===== src/rtl/led_sweep_ctrl_if.sv =====
// led_sweep_ctrl_if: control and LED-drive bundle of the LED bar sweeper
//   i_en      run (1) / freeze (0) the prescaler and bar position
//   i_mode    0 BOUNCE, 1 WRAP_UP, 2 WRAP_DOWN, 3 HOLD
//   i_speed   prescaler period = max(TICK_DIV >> i_speed, 1)
//   i_bright  PWM duty, 0 = dark, all-ones = full on
//   o_leds    registered LED drive
//   o_pos     current bar position
//   o_tick    one-cycle pulse per step
interface led_sweep_ctrl_if #(
    parameter int N_LEDS   = 16,
    parameter int PWM_BITS = 4
);
    logic                      i_en;
    logic [1:0]                i_mode;
    logic [2:0]                i_speed;
    logic [PWM_BITS-1:0]       i_bright;
    logic [N_LEDS-1:0]         o_leds;
    logic [$clog2(N_LEDS)-1:0] o_pos;
    logic                      o_tick;
    modport master (output i_en, i_mode, i_speed, i_bright, input o_leds, o_pos, o_tick);
    modport slave  (input i_en, i_mode, i_speed, i_bright, output o_leds, o_pos, o_tick);
endinterface


===== src/rtl/led_sweep_ctrl.sv =====
// led_sweep_ctrl: centre-split LED bar sweeper with prescaled steps, sweep modes and PWM brightness
//   i_clk    system clock
//   i_rst_n  asynchronous active-low reset
//   bus      led_sweep_ctrl_if.slave: i_en, i_mode, i_speed, i_bright in; o_leds, o_pos, o_tick out
module led_sweep_ctrl #(
    parameter int N_LEDS   = 16,
    parameter int TICK_DIV = 6250000,
    parameter int PWM_BITS = 4
) (
    input logic              i_clk,
    input logic              i_rst_n,
    led_sweep_ctrl_if.slave  bus
);
    localparam int H  = N_LEDS / 2;
    localparam int PB = $clog2(N_LEDS);
    localparam int CW = $clog2(TICK_DIV + 1);
    localparam logic [PB-1:0] TOP = PB'(N_LEDS - 1);
    typedef enum logic {UP, DOWN} dir_t;
    logic [CW-1:0]       presc, shifted, per_m1;
    logic [PB-1:0]       pos, pos_nx;
    dir_t                dir, dir_nx;
    logic [PWM_BITS-1:0] pwm_cnt;
    logic [N_LEDS-1:0]   mask, leds;
    logic                step, on, tick;
    // ">=" lets a speed change that shrinks the period below presc fire on the next edge
    always_comb begin
        shifted = CW'(TICK_DIV) >> bus.i_speed;
        per_m1  = (shifted == '0) ? '0 : shifted - CW'(1);
        step    = bus.i_en && (presc >= per_m1);
        on      = (&bus.i_bright) | (pwm_cnt < bus.i_bright);
    end
    // BOUNCE turns at the endpoints so each end is shown only once per pass
    always_comb begin
        pos_nx = pos;
        dir_nx = dir;
        case (bus.i_mode)
            2'd0: begin
                if (dir == UP) begin
                    pos_nx = (pos == TOP) ? pos - PB'(1) : pos + PB'(1);
                    dir_nx = (pos == TOP) ? DOWN : UP;
                end else begin
                    pos_nx = (pos == '0) ? pos + PB'(1) : pos - PB'(1);
                    dir_nx = (pos == '0) ? UP : DOWN;
                end
            end
            2'd1: begin
                pos_nx = (pos == TOP) ? '0 : pos + PB'(1);
                dir_nx = UP;
            end
            2'd2: begin
                pos_nx = (pos == '0) ? TOP : pos - PB'(1);
                dir_nx = DOWN;
            end
            default: ;
        endcase
    end
    // Bar grows outward from the centre split toward pos
    always_comb begin
        mask = '0;
        for (int i = 0; i < N_LEDS; i++)
            mask[i] = (int'(pos) < H) ? (i >= int'(pos) && i < H) : (i >= H && i <= int'(pos));
    end
    always_ff @(posedge i_clk or negedge i_rst_n) begin
        if (!i_rst_n) begin
            presc   <= '0;
            pos     <= '0;
            dir     <= UP;
            pwm_cnt <= '0;
            tick    <= 1'b0;
            leds    <= '0;
        end else begin
            pwm_cnt <= pwm_cnt + PWM_BITS'(1);
            leds    <= on ? mask : '0;
            tick    <= step;
            if (step) begin
                presc <= '0;
                pos   <= pos_nx;
                dir   <= dir_nx;
            end else begin
                presc <= bus.i_en ? presc + CW'(1) : '0;
            end
        end
    end
    assign bus.o_leds = leds;
    assign bus.o_pos  = pos;
    assign bus.o_tick = tick;
endmodule


===== src/flat_wrapper.sv =====
// flat-port wrapper written by rule: the top's interface ports become plain ports
module led_sweep_ctrl_flat 
#(
    parameter int N_LEDS   = 16,
    parameter int TICK_DIV = 6250000,
    parameter int PWM_BITS = 4
)
  (i_clk, i_rst_n, bus_i_en, bus_i_mode, bus_i_speed, bus_i_bright, bus_o_leds, bus_o_pos, bus_o_tick);
  led_sweep_ctrl_if #(.N_LEDS(N_LEDS), .PWM_BITS(PWM_BITS)) bus_i ();
  input logic i_clk;
  input logic i_rst_n;
  input wire logic [$bits(bus_i.i_en)-1:0] bus_i_en;
  input wire logic [$bits(bus_i.i_mode)-1:0] bus_i_mode;
  input wire logic [$bits(bus_i.i_speed)-1:0] bus_i_speed;
  input wire logic [$bits(bus_i.i_bright)-1:0] bus_i_bright;
  output wire logic [$bits(bus_i.o_leds)-1:0] bus_o_leds;
  output wire logic [$bits(bus_i.o_pos)-1:0] bus_o_pos;
  output wire logic [$bits(bus_i.o_tick)-1:0] bus_o_tick;
  assign bus_i.i_en = bus_i_en;
  assign bus_i.i_mode = bus_i_mode;
  assign bus_i.i_speed = bus_i_speed;
  assign bus_i.i_bright = bus_i_bright;
  assign bus_o_leds = bus_i.o_leds;
  assign bus_o_pos = bus_i.o_pos;
  assign bus_o_tick = bus_i.o_tick;
  led_sweep_ctrl #(.N_LEDS(N_LEDS), .TICK_DIV(TICK_DIV), .PWM_BITS(PWM_BITS)) u_core (.i_clk(i_clk), .i_rst_n(i_rst_n), .bus(bus_i));
endmodule

===== config.mk =====
export PLATFORM = sky130hd
export DESIGN_NAME = led_sweep_ctrl_flat
export DESIGN_NICKNAME = d
export VERILOG_FILES = /design/src/rtl/led_sweep_ctrl_if.sv /design/src/rtl/led_sweep_ctrl.sv /design/src/flat_wrapper.sv
export SDC_FILE = /design/constraint.sdc
export NUM_CORES = 1
export LEC_CHECK = 0
export ABC_AREA = 1
export CAP_MARGIN = 25
export CORE_AREA = 2 2 76 78
export CTS_CLUSTER_DIAMETER = 50
export CTS_CLUSTER_SIZE = 20
export DETAILED_ROUTE_END_ITERATION = 8
export DIE_AREA = 0 0 78 80
export PLACE_DENSITY = 0.95
export SLEW_MARGIN = 20
export SYNTH_ARGS = -nofsm -noshare
export SYNTH_HDL_FRONTEND = slang
export SYNTH_SLANG_ARGS = --single-unit

===== constraint.sdc =====
create_clock -name i_clk -period 2.58 [get_ports i_clk]
set_input_delay 0.258 -clock i_clk [delete_from_list [all_inputs] [get_ports i_clk]]
set_output_delay 0.258 -clock i_clk [all_outputs]
set_load 0.005 [all_outputs]

* After elaboration in Yosys (flattened, before gate mapping)
Index checks and enable logic that the tools add are counted.
** Word-level totals
- Output and inout port bits :: 21
- Logic and storage cells :: 72
- Register bits after elaboration :: 49
** Operators by class
- Shift-type cells :: 1
- Equality and inequality tests :: 3
- Mux-type cells :: 30
- Bitwise gates (word level) :: 1
- $add $sub $neg :: 5
- Order comparisons :: 19
- Reductions and logical operators :: 7
** Operators with widths (count)
- 23-bit 2-to-1 mux :: 3
- 4-bit less-or-equal comparator (first input constant) :: 8
- 23-bit by 1-bit adder with 23-bit output (second input constant) :: 1
- 23-bit >= comparator :: 1
- 23-bit zero test :: 1
- 23-bit by 3-bit >> shifter with 23-bit output (first input constant) :: 1
- 23-bit by 1-bit subtractor with 23-bit output (second input constant) :: 1
- 4-bit 2-to-1 mux :: 5
- 1-bit 2-to-1 mux :: 19
- 3-bit by 4-bit >= comparator with 1-bit output (first input constant) :: 4
- 16-bit 2-to-1 mux :: 1
- 4-bit one-hot mux with 3 select lines :: 1
- 4-bit by 1-bit adder with 4-bit output (second input constant) :: 2
- 1-bit by 4-bit >= comparator with 1-bit output (first input constant) :: 2
- 2-bit by 4-bit >= comparator with 1-bit output (first input constant) :: 2
- 4-bit equality test (second input constant) :: 1
- 4-bit zero test :: 1
- 4-bit less-than comparator :: 1
- 4-bit less-than comparator (second input constant) :: 1
- 4-bit AND reduction :: 1
- 4-bit by 1-bit subtractor with 4-bit output (second input constant) :: 1
- 1-bit one-hot mux with 3 select lines :: 1
- 3-bit nonzero test :: 1
- 2-bit by 1-bit equality test with 1-bit output (second input constant) :: 1
- other kinds (5) :: 5

* Depth between registers and ports, before layout
- Depth in word-level cells :: 6
- Mapped depth :: 16

* Worst setup path after synthesis
Ideal clock, no wire load.
- Path type :: input port to flip-flop
- Start point :: input bus_i_speed[2]
- End point :: register u_core.pos[1] (netlist: u_core.bus.o_pos[1])
- Cell stages on the path :: 14
- Required time :: 2463 ps
- Library setup time :: 117 ps
- Data arrival time :: 1890 ps
- Slack :: 572 ps
- Path through :: clkbuf_1 nor2_1 nand2_1 o21ai_0 ha_1 nand2_1 nor2_1 nand3_1 nor2_1 nor2_1 nand3_1 nand3_2 nand2_1 nand2_1
** On the way
- Cells in the longest elaborated chain, start to end :: 6
- Elaborated cells on any way between the ends :: 7
- Classes of those cells :: add/sub: 1; order compare: 1; shift: 1; mux: 1; reduce/logical: 3
** RTL lines
- start, declared :: RTL line flat_wrapper.sv:14 : input wire logic [$bits(bus_i.i_speed)-1:0] bus_i_speed;
- 23-bit by 3-bit >> shifter with 23-bit output * :: RTL line led_sweep_ctrl.sv:27 : shifted = CW'(TICK_DIV) >> bus.i_speed;
- 23-bit by 1-bit subtractor with 23-bit output or 23-bit zero test (tied branches) :: RTL line led_sweep_ctrl.sv:28 : per_m1 = (shifted == '0) ? '0 : shifted - CW'(1);
- 23-bit 2-to-1 mux * :: RTL line led_sweep_ctrl.sv:28
- 23-bit >= comparator * :: RTL line led_sweep_ctrl.sv:29 : step = bus.i_en && (presc >= per_m1);
- 1-bit logical AND * :: RTL line led_sweep_ctrl.sv:29
- 2-bit AND reduction (no source line) *
- end signal, assigned :: RTL line led_sweep_ctrl.sv:77 : pos <= pos_nx;
- end, declared :: RTL line led_sweep_ctrl.sv:20 : logic [PB-1:0] pos, pos_nx;
Mark *: on every way between the ends. The rest lies on a longest branch, timed or not.
A chain may end at the register's enable or synchronous reset.

* Worst setup path in the final report
- Start point :: input bus_i_speed[2]
- End point :: register u_core.pos[3] (netlist: u_core.bus.o_pos[3])
Same word-level chain as after synthesis.

==> flow_metrics.tcl <==
set metrics [dict create \
    status "finished clean" \
    rrSetupSlack_ns 0.66 \
    report.final.hold_viol_count 0 \
    power_frac_seq_pct 51.1 \
    synth_cell_types 23 \
    switching_power_mw 0.465 \
    hold_path_depth 1 \
    cts_buffer_depth 2 \
    min_period_ns 2.42 \
    crit_chain "clkdlybuf4s50_1, inv_1, o21ai_0, a21oi_1, ha_1, nand2_1, nor2_1, nand2_1, nor2_1, nand2_1, nand3_1, nand3_2, nand2_1, nand2_1" \
    die_x_um 78 \
    die_area_mm2 0.00624 \
    drt-pass1-iter-count 5 \
    final_util_pct 71.6 \
    p_leak_nw 2.03 \
    seq_area_frac_synth_pct 37.5 \
    wl_per_cell_um 14.2 \
    htreeDepth 2 \
    synth_edf_count 0 \
    synth_area_leaders "dfrtp_1 38%, ha_1 13%, nand2_1 13%, nor2_1 7.8%, inv_1 6.8%" \
    syn_nets 480 \
    yosysMostFrequentCell "nand2_1" \
    total_power_mw 1.62 \
    r2r_end "u_core.bus.o_pos[3]" \
    antenna_left 0 \
    diodes 0 \
    rsz0062_at_grt "no" \
    syn_to_final_growth_pct 18.6 \
    gr-usage-met1_pct 30.6 \
    tightest_slew_ns 0.611 \
    gp_congestion 0.941 \
    cts.sinks 49 \
    synthTopCellsByCount "113 x nand2_1, 68 x nor2_1, 59 x inv_1" \
    swShare_pct 28.7 \
    start_util_pct 60.4 \
    grtUsageMet2_pct 52.0 \
    drv_slew 0 \
    syn_avg_cell_area_um2 7.54 \
    antenna_found_initial 0 \
    port-buffer-count 32 \
    min_path_type "flop to flop" \
    dp.cells 543 \
    cp_common_cell "nand2_1" \
    clk_latency_ns 0.31 \
    cp_max_fo 5 \
    grt.busiest_layer "met2" \
    grt_usage_pct 27.4 \
    routed_wl_mm 7.83 \
    critPathCaptureType "flop" \
    synth.largest_area_cell "dfrtp_1" \
    die_y_um 80 \
    holdPathEnd "u_core.pwm_cnt[0]" \
    drt_iter0_drc 215 \
    cts_tree "done" \
    max_cap_viol_count 0 \
    combPwrFrac_pct 19.7 \
    syn-instance-count 433 \
    fmax_mhz 414 \
    grt_use_met3_pct 4.19 \
    grt_pass1_wl_mm 13.4 \
    nets 526 \
    slowest_stage "clkdlybuf4s50_1" \
    clk_pin_slew_ns 0.09 \
    hpwl_mm 6.12 \
    instances_no_fill 552 \
    cp-start-kind "input port" \
    grt_max_degree 26 \
    drc 0 \
    layout-drive-gt1-share_pct 6.04 \
    cts_setup_buffers 0 \
    finalSetupViolCount 0 \
    io_pins 33 \
    synth_area_mm2 0.00327 \
    multi_input_area_mm2 0.00180 \
    vdd_drop_max_v 0.000493 \
    grt_pass1_vias 3109 \
    rows 27 \
    synth_seq_cells 49 \
    max_stage_delay_ns 0.55 \
    synthArstFlopShare_pct 100 \
    synthFlopType "dfrtp_1" \
    slew_headroom_pct 59.3 \
    core_area_mm2 0.00541 \
    cts_buffers 5 \
    viasPerCell 5.40 \
    powerDensity_mw_per_mm2 419 \
    worstPathArrival_ns 2.61 \
    min_period_over_period_pct 93.6 \
    nFillCells 434 \
    clock_skew_ns 0.0115 \
    cts-root-buf "clkbuf_8" \
    holdCritStartpoint "u_core.pwm_cnt[0]" \
    yosysWarningCount 0 \
    vias 2981 \
    r2r-start "u_core.presc[2]" \
    intPower_mw 1.16 \
    path_class "input port to flop" \
    ff_latch_area_mm2 0.00123 \
    p_clk_share_pct 29.2 \
    critical_path_required_ns 2.77 \
    synth_top_area_share_pct 37.5 \
    rr_worst_depth 10 \
    overflow 0 \
]
-- per-stage QoR --
step	hold slack, ns	worst slack [ns]	area (µm²)	setup TNS (ns)
5_1_grt	0.507	0.0197	3870	0
3_3_place_gp	0.460	0.0491	3740	0
4_1_cts	0.485	0.237	3870	0
2_1_floorplan	-0.0376	0.572	3270	0
6_report	0.481	0.164	3870	0
3_5_place_dp	0.302	-0.0542	3760	-0.252
-- power groups by stage --
| stage | logic, mW | clock network (mW) | registers, mW |
|---|---|---|---|
| after global routing | 0.358 | 0.513 | 0.833 |
| after global placement | 0.294 | 0 | 0.843 |
| after floorplan | 0.156 | 0 | 0.837 |
| final | 0.319 | 0.474 | 0.828 |
| after detailed placement | 0.312 | 0 | 0.844 |
| after CTS | 0.316 | 0.484 | 0.829 |
-- metal layers --
layer	vias up	wire [µm]
li1	1467	-
met1	1410	3210
met2	82	4020
met3	22	355
met4	0	240
met5	-	0
-- worst max-delay path, delay by kind of cell --
family	cells	cell delay [ns]
simple gates	9	1.00
fa+ha+maj	1	0.32
compound gates	2	0.40
buf+inv	2	0.64
-- repair_timing --
| item | CTS | global route |
|---|---|---|
| setup endpoints to repair | 0 | 5 |
| hold buffers | 1 | 0 |
| gates resized for setup | 0 | 1 |
| hold endpoints to repair | 24 | 0 |
-- flip-flops by register name, summed over array words and instances, names as in the netlist --
register,count
u_core.pwm_cnt,4
u_core.dir,1
u_core.bus.o_leds,16
u_core.bus.o_pos,4
u_core.presc,23
u_core.bus.o_tick,1
-- how the worst max path moves through the flow --
stage,start,end,slack [ns],depth (start not counted)
after floorplan,bus_i_speed[2],u_core.bus.o_pos[1],0.57,14
after global placement,bus_i_speed[2],u_core.bus.o_pos[1],0.05,15
after detailed placement,bus_i_speed[2],u_core.bus.o_pos[3],-0.05,14
after CTS,bus_i_speed[2],u_core.bus.o_pos[2],0.24,14
after global routing,bus_i_speed[0],u_core.dir,0.02,17
final,bus_i_speed[2],u_core.bus.o_pos[3],0.16,14
-- cells in the final DEF (no fill, tap or decap), types with 2 or more instances in the layout --
| cell | instances |
|---|---|
| a21oi_1 | 17 |
| nor3_1 | 8 |
| inv_1 | 59 |
| xor2_1 | 14 |
| nor3_4 | 2 |
| ha_1 | 35 |
| o21a_1 | 2 |
| nor2_1 | 67 |
| a21o_1 | 3 |
| buf_4 | 9 |
| clkdlybuf4s50_1 | 31 |
| xnor2_1 | 6 |
| dfrtp_1 | 49 |
| nor3_2 | 2 |
| nand3_1 | 24 |
| nand2_1 | 113 |
| nand4_1 | 12 |
| clkbuf_8 | 6 |
| nand3_2 | 2 |
| o21ai_0 | 8 |
| nor2_2 | 2 |
-- cell type report --
cell class              count  share of cell area, %
clock inverters             2                  0.355
inverters                  59                   5.72
clock buffers               6                   2.13
well taps                  72                   2.33
flip-flops and latches     49                   31.7
repair buffers             44                   11.4
multi-input cells         320                   46.4
-- cells by family after synthesis --
family | count (synthesis) | share of synthesized area, %
buf+inv | 64 | 7.47
xor+xnor | 20 | 5.36
fa+ha+maj | 35 | 13.4
simple gates | 234 | 31.0
flops | 49 | 37.5
compound gates | 31 | 5.21
Note: power is estimated with default switching activity, not from simulation.
